===== config.mk =====
export PLATFORM = sky130hd
export DESIGN_NAME = mux4_rr_sampler
export DESIGN_NICKNAME = d
export VERILOG_FILES = /design/src/rtl/mux4_rr_sampler.sv
export SDC_FILE = /design/constraint.sdc
export NUM_CORES = 1
export LEC_CHECK = 0
export BUFFER_PORTS_ARGS = -buffer_cell sky130_fd_sc_hd__buf_2
export CORE_ASPECT_RATIO = 1.1
export CORE_MARGIN = 4
export CORE_UTILIZATION = 40
export CTS_CLUSTER_DIAMETER = 80
export DETAILED_ROUTE_END_ITERATION = 8
export HOLD_SLACK_MARGIN = 0.15
export PLACE_DENSITY = 0.64
export REMOVE_ABC_BUFFERS = 1
export SYNTH_ARGS = -nofsm -noshare
export SYNTH_HDL_FRONTEND = slang
export SYNTH_SLANG_ARGS = --single-unit

===== constraint.sdc =====
create_clock -name clk -period 1.95 [get_ports clk]
set_clock_uncertainty 0.15 [all_clocks]
set_input_delay 0.195 -clock clk [delete_from_list [all_inputs] [get_ports clk]]
set_output_delay 0.195 -clock clk [all_outputs]
set_load 0.1 [all_outputs]

===== src/rtl/mux4_rr_sampler.sv =====
// mux4_rr_sampler: round-robin channel sampler for a downstream 4:1 mux.
// Grants one requesting channel, then collects DWELL consecutive samples
// of the mux output into out_data and holds the result until the consumer
// takes it with a valid/ready handshake.
module mux4_rr_sampler #(
  parameter int DWELL = 8
) (
  input  logic             clk,
  input  logic             rst,
  input  logic [3:0]       req,
  input  logic             mux_y,
  output logic [1:0]       sel,
  output logic             busy,
  output logic [DWELL-1:0] out_data,
  output logic [1:0]       out_ch,
  output logic             out_valid,
  input  logic             out_ready
);

  // cnt must be able to reach DWELL itself without wrapping.
  localparam int CNT_W = $clog2(DWELL + 1);

  typedef enum logic [1:0] {
    IDLE  = 2'd0,
    SHIFT = 2'd1,
    HOLD  = 2'd2
  } state_t;

  state_t             state_q, state_d;
  logic [1:0]         sel_q, sel_d;
  logic [1:0]         ptr_q, ptr_d;
  logic [CNT_W-1:0]   cnt_q, cnt_d;
  logic [DWELL-1:0]   out_data_q, out_data_d;
  logic [1:0]         out_ch_q, out_ch_d;
  logic               out_valid_q, out_valid_d;
  logic               busy_q, busy_d;

  // Requests rotated so that bit 0 is the channel at ptr; the first set
  // bit of req_rot is then the round-robin winner.
  logic [3:0]         req_rot;
  logic [1:0]         grant_off;
  logic [1:0]         grant_ch;

  genvar gi;
  generate
    for (gi = 0; gi < 4; gi++) begin : g_rot
      assign req_rot[gi] = req[ptr_q + 2'(gi)];
    end
  endgenerate

  // Priority pick on the rotated request vector, mapped back to a channel.
  always_comb begin
    grant_off = 2'd0;
    if (req_rot[0])      grant_off = 2'd0;
    else if (req_rot[1]) grant_off = 2'd1;
    else if (req_rot[2]) grant_off = 2'd2;
    else if (req_rot[3]) grant_off = 2'd3;
    grant_ch = ptr_q + grant_off;
  end

  // State register; all outputs come straight from these flops.
  always_ff @(posedge clk or posedge rst) begin
    if (rst) begin
      state_q     <= IDLE;
      sel_q       <= 2'd0;
      ptr_q       <= 2'd0;
      cnt_q       <= '0;
      out_data_q  <= '0;
      out_ch_q    <= 2'd0;
      out_valid_q <= 1'b0;
      busy_q      <= 1'b0;
    end else begin
      state_q     <= state_d;
      sel_q       <= sel_d;
      ptr_q       <= ptr_d;
      cnt_q       <= cnt_d;
      out_data_q  <= out_data_d;
      out_ch_q    <= out_ch_d;
      out_valid_q <= out_valid_d;
      busy_q      <= busy_d;
    end
  end

  // Next-state logic: grant in IDLE, shift samples in SHIFT, wait for the
  // handshake in HOLD. req is only looked at in IDLE.
  always_comb begin
    state_d     = state_q;
    sel_d       = sel_q;
    ptr_d       = ptr_q;
    cnt_d       = cnt_q;
    out_data_d  = out_data_q;
    out_ch_d    = out_ch_q;
    out_valid_d = out_valid_q;

    case (state_q)
      IDLE: begin
        if (req != 4'b0000) begin
          sel_d   = grant_ch;
          cnt_d   = '0;
          state_d = SHIFT;
        end
      end
      SHIFT: begin
        // First sample taken ends up in the MSB.
        out_data_d = {out_data_q[DWELL-2:0], mux_y};
        cnt_d      = cnt_q + 1'b1;
        if (cnt_q == CNT_W'(DWELL - 1)) begin
          state_d     = HOLD;
          out_valid_d = 1'b1;
          out_ch_d    = sel_q;
        end
      end
      HOLD: begin
        if (out_valid_q && out_ready) begin
          out_valid_d = 1'b0;
          ptr_d       = sel_q + 2'd1;
          state_d     = IDLE;
        end
      end
      default: begin
        state_d = IDLE;
      end
    endcase

    busy_d = (state_d != IDLE);
  end

  assign sel       = sel_q;
  assign busy      = busy_q;
  assign out_data  = out_data_q;
  assign out_ch    = out_ch_q;
  assign out_valid = out_valid_q;

endmodule


==> qor.yml, run 1 <==
start_util_pct: 42.1
numCtsBuffers: 3
finalMaxSlewViolations: 0
layout_common_cells: "nand2_1, dfrtp_1, buf_2"
cp_cell_sequence: "o311a_1, o211ai_1, ha_2, mux2_4"
finalHoldViolCount: 0
seq_area_um2: 552
die_h_um: 62.0
crit_end: "sel[0]"
grt_usage_pct: 12.8
syn_inst: 113
antenna_found_initial: 0
clkSlewWorstSetupHoldPaths_ns: 0.12
rows: 19
crit_fanout: 8
vias: 869
clock_sinks: 22
clkLatencyLatePin_ns: 0.30
diodes: 0
cp.required_ns: 2.01
startpoint_type: "flop"
core_area_um2: 2520
dr_wl_met2_mm: 1.01
synth.avg_cell_area_um2: 9.38
arrival_ns: 1.88
yosys-top-cells-area: "dfrtp_1, nand2_1, o21ai_0, nor2_1, xnor2_1"
cp_slowest_cell: "dfrtp_2"
grt_start_max_net_pins: 23
fillCellCount: 249
syn_area_um2: 1060
wl_per_cell_um: 12.0
stdcell_count: 172
reg2reg_to: "sel[0]"
ys_seq_area_share_pct: 51.9
wl_met3_um: 80
ys_seq_elements: 22
place_ws_ns: 0.0747
multi_input_area_um2: 473
m1WireLength_um: 961
end_kind: "flop"
finalNetCount: 152
postCtsSetupBuffers: 0
setup_violations: 0
worst_slack_ns: 0.122
max-slew-margin-rel_pct: 67.5
period_minus_slack_ns: 1.83
fmax_mhz: 547
slowest_delay_ns: 0.47
routed_via_density: 5.05
synth_cell_types: 30
root_buffer: "clkbuf_4"
io_buffers: 21
grt_pass1_vias: 848
fin_util_pct: 50.8
ff2ff_path_depth: 4
status: "finished, final reports clean"
die-area_um2: 3540
htreeDepth: 1
final_layout_size_suffix_gt1_share_pct: 26.2
grt_overflow: 0
grt_pass1_wl_mm: 3.51
setup_tns_ns: 0
dp.cells: 165
grt_setup_unrepaired: "false"
worstSetupPathType: "flop to flop"
routed_wl_mm: 2.06
ant_nets: 0
place_congestion: 0.858
hp-class: "primary input to flop"
cts_tree: "yes"
ios: 22
drv_cap: 0
area_growth_pct: 20.8
hpwl_mm: 1.55
drc: 0
tightestPinTransition_ns: 0.491
period_share_pct: 93.8
fp.dieW_um: 57.1
r2r_slack_ns: 0.12
cts.path.max_buffers: 2
firstDrtPassIters: 3
yosysWarnings: 0
yosysTopAreaCell: "dfrtp_1"
drt_iter0_markers: 16
rr_startpoint: "ptr_q[0]"
final_common_cell: "nand2_1"
startpoint: "ptr_q[0]"
highest_layer: "met4"
yosysTopAreaCellShare_pct: 51.9
## worst min path at each step
stage                       from        end  slack [ns]  depth (start not counted)
after CTS                 req[1]     sel[1]        0.24                          5
after global routing      req[1]     sel[1]        0.26                          5
after detailed placement     rst  out_ch[0]         0.1                          3
final                     req[1]     sel[1]        0.24                          5
after global placement       rst  out_ch[0]        0.09                          3
after floorplan              rst       busy        0.03                          1
## synth_stat cells, drive strengths merged
cell,n
clkbuf,1
o32ai,2
dfrtp,22
nand2,34
nor4,1
buf,3
a21o,2
o311a,1
mux2,3
a311oi,1
nand2b,4
ha,2
xor2,1
inv,4
o21ai,8
nor2,9
a22o,1
or3,1
xnor2,3
nor2b,1
nand3,3
or4,1
a32oi,1
nor3,2
o211ai,2
## per-layer routing
| layer | global-route usage (%) | vias up |
|---|---|---|
| met3 | 2.89 | 2 |
| li1 | - | 438 |
| met1 | 14.9 | 417 |
| met5 | 0 | - |
| met2 | 23.0 | 12 |
| met4 | 5.63 | 0 |
## state kept, by name, summed over array words and instances (netlist names)
signal	flops
out_valid	1
cnt_q	4
sel	2
out_data	8
busy	1
out_ch	2
state_q	2
ptr_q	2
## final cells by class
type | count | area share (%)
clock buffer | 4 | 2.83
timing repair buffer | 28 | 12.9
inverter | 4 | 1.17
multi-input combinational | 83 | 37.0
tap | 31 | 3.03
sequential | 22 | 43.1
## timing repair
item,in CTS,in global routing
setup endpoints to repair,0,1
hold buffers,3,0
endpoints found under the hold margin,28,0
resized for setup,0,2
## per-stage QoR
stage / area [um^2] / hold WS, ns
6_report: 1280 / 0.244
5_1_grt: 1280 / 0.260
4_1_cts: 1280 / 0.242
3_5_place_dp: 1210 / 0.0972
3_3_place_gp: 1210 / 0.0879
2_1_floorplan: 1040 / 0.0342
## critical path, delay by kind of cell, from the launching register on
family,cells,cell delay (ns)
adder cells (fa/ha/maj),1,0.29
multiplexers,1,0.26
AO/OA/AOI/OAI,2,0.56
flip-flops,1,0.47
## cell families after synthesis
group / after synthesis / share of synthesized area, %
compound gates: 18 / 11.8
simple gates: 56 / 23.4
xor+xnor: 4 / 3.31
buf+inv: 8 / 3.66
flops: 22 / 51.9
fa+ha+maj: 2 / 2.36
mux: 3 / 3.54
Power of run 1 is not shown: default switching activity piles up to over one toggle a cycle in this logic, so the estimate is an artifact.
==> inputs of run 2 (changes only) <==
--- a/config.mk
+++ b/config.mk
@@ -6,13 +6,14 @@
 export NUM_CORES = 1
 export LEC_CHECK = 0
 export BUFFER_PORTS_ARGS = -buffer_cell sky130_fd_sc_hd__buf_2
+export CAP_MARGIN = 20
 export CORE_ASPECT_RATIO = 1.1
 export CORE_MARGIN = 4
-export CORE_UTILIZATION = 40
+export CORE_UTILIZATION = 47
 export CTS_CLUSTER_DIAMETER = 80
 export DETAILED_ROUTE_END_ITERATION = 8
 export HOLD_SLACK_MARGIN = 0.15
-export PLACE_DENSITY = 0.64
+export PLACE_DENSITY = 0.73
 export REMOVE_ABC_BUFFERS = 1
 export SYNTH_ARGS = -nofsm -noshare
 export SYNTH_HDL_FRONTEND = slang
==> qor.yml, run 2 (synthesized netlist as in run 1, its figures left out) <==
status: "finished, final reports clean"
firstDrtPassIters: 4  # +1
die_h_um: 57.8  # -6.7%
finalHoldViolCount: 0  # unchanged
grt_pass1_vias: 806  # -5.0%
slowest_delay_ns: 0.46  # about the same
worst_slack_ns: 0.101  # -0.0205 ns
dpl_cell_area_um2: 1210  # -0.31%
clkSlewWorstSetupHoldPaths_ns: 0.11  # about the same
dp.cells: 162  # -1.8%
htreeDepth: 1  # unchanged
clock_sinks: 22  # unchanged
routed_wl_mm: 2.07  # +0.48%
cp_slowest_cell: "dfrtp_2"
largest_register_ff_count: 8  # unchanged
cp_cell_sequence: "o311a_1, o211ai_1, ha_2, xnor2_2, xnor2_1, o21ai_1"
arrival_ns: 1.89  # about the same
wl_per_cell_um: 12.3  # +2.3%
place_ws_ns: 0.0799  # +0.00518 ns
root_buffer: "clkbuf_4"
area_growth_pct: 20.5
diodes: 0  # unchanged
rows: 17  # -2
seq_area_um2: 552  # unchanged
worstSetupPathType: "flop to flop"
cts.path.max_buffers: 2  # unchanged
fp.dieW_um: 53.3  # -6.7%
layout_common_cells: "nand2_1, dfrtp_1, buf_2"
grt_usage_pct: 15.5  # +2.7 points
fin_area_um2: 1280  # -0.20%
cts_tree: "yes"
path_buf_inv: 0  # unchanged
drt_iter0_markers: 11  # -5
hp-class: "primary input to flop"
stdcell_count: 169  # -1.7%
ios: 22  # unchanged
finalMaxSlewViolations: 0  # unchanged
antenna_found_initial: 0  # unchanged
startpoint_type: "flop"
ant_nets: 0  # unchanged
place_congestion: 0.725  # -16%
grt_setup_unrepaired: "false"
cp.required_ns: 1.99  # -0.02 ns
grt_overflow: 0  # unchanged
setup_tns_ns: 0  # unchanged
tightestPinTransition_ns: 0.494  # +0.00339 ns
crit_fanout: 7  # -1
core_area_um2: 2080  # -17%
period_share_pct: 94.8  # +1.1 points
finalNetCount: 153  # +0.66%
multi_input_area_um2: 480  # +1.6%
io_buffers: 21  # unchanged
drv_cap: 0  # unchanged
fmax_mhz: 541  # -1.1%
routed_via_density: 5.17  # +2.4%
grt_start_max_net_pins: 23  # unchanged
final_common_cell: "nand2_1"
fillCellCount: 205  # -18%
clkLatencyLatePin_ns: 0.29  # about the same
die-area_um2: 3080  # -13%
end_kind: "flop"
setup_violations: 0  # unchanged
max-slew-margin-rel_pct: 67.3  # -0.22 points
grt_pass1_wl_mm: 3.57  # +1.8%
crit_family: "compound AO/OA/AOI/OAI gates"
period_minus_slack_ns: 1.85  # +0.0205 ns
drc: 0  # unchanged
start_util_pct: 50.8  # +8.8 points
hpwl_mm: 1.52  # -2.0%
final_layout_size_suffix_gt1_share_pct: 27.0  # +0.71 points
numCtsBuffers: 3  # unchanged
vias: 874  # +0.58%
## run 2: cell types whose count changed in the layout (fill, tap and decap cells not counted), sizes merged
cell | previous run | this run
buf | 25 | 26
clkbuf | 4 | 3
## run 2: cell type report
type                       instances  area share, %
clock buffer                       3           1.76
inverter                           4           1.18
multi-input combinational         83           37.6
sequential                        22           43.2
tap                               28           2.74
timing repair buffer              29           13.5
## run 2: final timing paths
| check | start | to | slack [ns] | depth (start not counted) |
|---|---|---|---|---|
| worst max-delay path | ptr_q[0] | sel[1] | 0.10 | 6 |
| worst max register to register | ptr_q[0] | sel[1] | 0.10 | 6 |
| worst min register to register | out_data[5] | out_data[6] | 0.35 | 2 |
| worst min-delay path | req[3] | busy | 0.27 | 4 |
| min in group asynchronous | rst | out_data[4] | 0.31 | 4 |
| max in group asynchronous | rst | ptr_q[0] | 1.11 | 4 |
## run 2: worst min-delay path, cell delays in order
cell and delay (ns):
buf_2 0.12, nor4_1 0.06, a21o_2 0.24, nand2_1 0.07
## run 2: metal layers
metal	vias to the layer above	share of wire (%)	track usage, %
li1	434	-	-
met1	415	45	20.9
met2	23	49	25.0
met3	2	4.9	3.08
met4	0	0.82	4.38
met5	-	0	0
## run 2: timing repair
item | 4_1_cts | 5_1_grt
setup buffers | 0 | 1
endpoints found under the hold margin | 27 | 0
hold buffers | 3 | 0
gates resized for setup | 0 | 3
setup endpoints to repair | 0 | 1
## run 2: through the flow
stage	hold slack [ns]	utilization (%)
final	0.272	61.3
after global routing	0.308	61.3
after CTS	0.271	60.4
after detailed placement	0.0907	57.9
after global placement	0.0894	57.9
after floorplan	0.0342	-
Power of run 2 is left out for the same reason.
==> inputs of run 3 (changes only) <==
--- a/config.mk
+++ b/config.mk
@@ -6,7 +6,7 @@
 export NUM_CORES = 1
 export LEC_CHECK = 0
 export BUFFER_PORTS_ARGS = -buffer_cell sky130_fd_sc_hd__buf_2
-export CAP_MARGIN = 20
+export CAP_MARGIN = 40
 export CORE_ASPECT_RATIO = 1.1
 export CORE_MARGIN = 4
 export CORE_UTILIZATION = 47
@@ -14,6 +14,7 @@
 export DETAILED_ROUTE_END_ITERATION = 8
 export HOLD_SLACK_MARGIN = 0.15
 export PLACE_DENSITY = 0.73
+export RECOVER_POWER = 50
 export REMOVE_ABC_BUFFERS = 1
 export SYNTH_ARGS = -nofsm -noshare
 export SYNTH_HDL_FRONTEND = slang
==> qor.yml, run 3 (synthesized netlist as in run 1, its figures left out) <==
die_h_um: 57.8  # unchanged
grt_start_max_net_pins: 23  # unchanged
end_kind: "flop"
start_util_pct: 50.8  # unchanged
fillCellCount: 204  # -0.49%
grt_usage_pct: 15.5  # unchanged
diodes: 0  # unchanged
status: "finished, final reports clean"
cp_cell_sequence: "o311a_1, o211ai_1, ha_2, xnor2_2, xnor2_1, o21ai_1"
fin_util_pct: 61.0  # -0.30 points
clkSlewWorstSetupHoldPaths_ns: 0.11  # about the same
cts.path.max_buffers: 2  # unchanged
setup_tns_ns: 0  # unchanged
clock_sinks: 22  # unchanged
rows: 17  # unchanged
cts_tree: "yes"
drc: 0  # unchanged
routed_via_density: 5.16  # -0.23%
slowest_delay_ns: 0.46  # about the same
layout_common_cells: "nand2_1, dfrtp_1, buf_2"
max-slew-margin-rel_pct: 64.6  # -2.7 points
period_minus_slack_ns: 1.85  # -0.000600 ns
finalHoldViolCount: 0  # unchanged
dp.cells: 162  # unchanged
hp-class: "primary input to flop"
wl_per_cell_um: 12.2  # about the same
arrival_ns: 1.89  # about the same
io_buffers: 21  # unchanged
antenna_found_initial: 0  # unchanged
root_buffer: "clkbuf_4"
largest_register_ff_count: 8  # unchanged
routed_wl_mm: 2.07  # about the same
vias: 872  # -0.23%
ant_nets: 0  # unchanged
crit_family: "compound AO/OA/AOI/OAI gates"
setup_violations: 0  # unchanged
cp_slowest_cell: "dfrtp_2"
htreeDepth: 1  # unchanged
finalNetCount: 153  # unchanged
grt_overflow: 0  # unchanged
crit_fanout: 7  # unchanged
cp.required_ns: 1.99  # about the same
fp.dieW_um: 53.3  # unchanged
tightestPinTransition_ns: 0.531  # +0.0368 ns
startpoint_type: "flop"
clkLatencyLatePin_ns: 0.29  # about the same
path_buf_inv: 0  # unchanged
grt_pass1_vias: 806  # unchanged
final_layout_size_suffix_gt1_share_pct: 26.2  # -0.71 points
die-area_um2: 3080  # unchanged
ios: 22  # unchanged
grt_setup_unrepaired: "false"
firstDrtPassIters: 4  # unchanged
grt_pass1_wl_mm: 3.57  # unchanged
numCtsBuffers: 3  # unchanged
drv_cap: 0  # unchanged
seq_area_um2: 552  # unchanged
multi_input_area_um2: 480  # unchanged
final_common_cell: "nand2_1"
area_growth_pct: 20.0
core_area_um2: 2080  # unchanged
place_congestion: 0.725  # unchanged
finalMaxSlewViolations: 0  # unchanged
period_share_pct: 94.8  # about the same
hpwl_mm: 1.52  # unchanged
drt_iter0_markers: 11  # unchanged
fmax_mhz: 541  # about the same
worstSetupPathType: "flop to flop"
stdcell_count: 169  # unchanged
run 3: worst reg2reg max path, stage by stage (launching register included):
cell and delay (ns):
dfrtp_2 0.46, o311a_1 0.36, o211ai_1 0.19, ha_2 0.23
xnor2_2 0.13, xnor2_1 0.15, o21ai_1 0.08
run 3: layer usage:
metal | GRT usage [%] | vias up | share of wire, %
li1 | - | 433 | -
met1 | 20.9 | 417 | 45
met2 | 25.0 | 20 | 50
met3 | 3.08 | 2 | 4.5
met4 | 4.38 | 0 | 0.82
met5 | 0 | - | 0
run 3: final timing paths:
path / slack [ns] / cells after the start / from / end
max: 0.10 / 6 / ptr_q[0] / sel[1]
min: 0.28 / 4 / req[3] / busy
max reg2reg: 0.10 / 6 / ptr_q[0] / sel[1]
min reg2reg: 0.35 / 2 / out_data[5] / out_data[6]
max in group asynchronous: 0.87 / 4 / rst / ptr_q[0]
min in group asynchronous: 0.40 / 4 / rst / out_ch[1]
run 3: layout make-up:
class / count / area share (%)
Sequential cell: 22 / 43.4
Multi-Input combinational cell: 83 / 37.8
Tap cell: 28 / 2.76
Clock buffer: 3 / 1.77
Timing Repair Buffer: 29 / 13.1
Inverter: 4 / 1.18
run 3: stage by stage:
| step | hold slack, ns | instance area (um^2) | worst slack, ns |
|---|---|---|---|
| 2_1_floorplan | 0.0342 | 1040 | 0.101 |
| 3_3_place_gp | 0.0894 | 1210 | 0.132 |
| 3_5_place_dp | 0.0907 | 1210 | 0.0799 |
| 4_1_cts | 0.271 | 1260 | 0.0606 |
| 5_1_grt | 0.308 | 1270 | 0.0262 |
| 6_report | 0.281 | 1270 | 0.102 |
run 3: what timing repair did:
| item | 4_1_cts | 5_1_grt |
|---|---|---|
| resized for setup | 0 | 3 |
| setup buffers | 0 | 1 |
| hold buffers | 3 | 0 |
| hold endpoints to repair | 27 | 0 |
| setup endpoints to repair | 0 | 1 |
Power of run 3 is left out for the same reason.
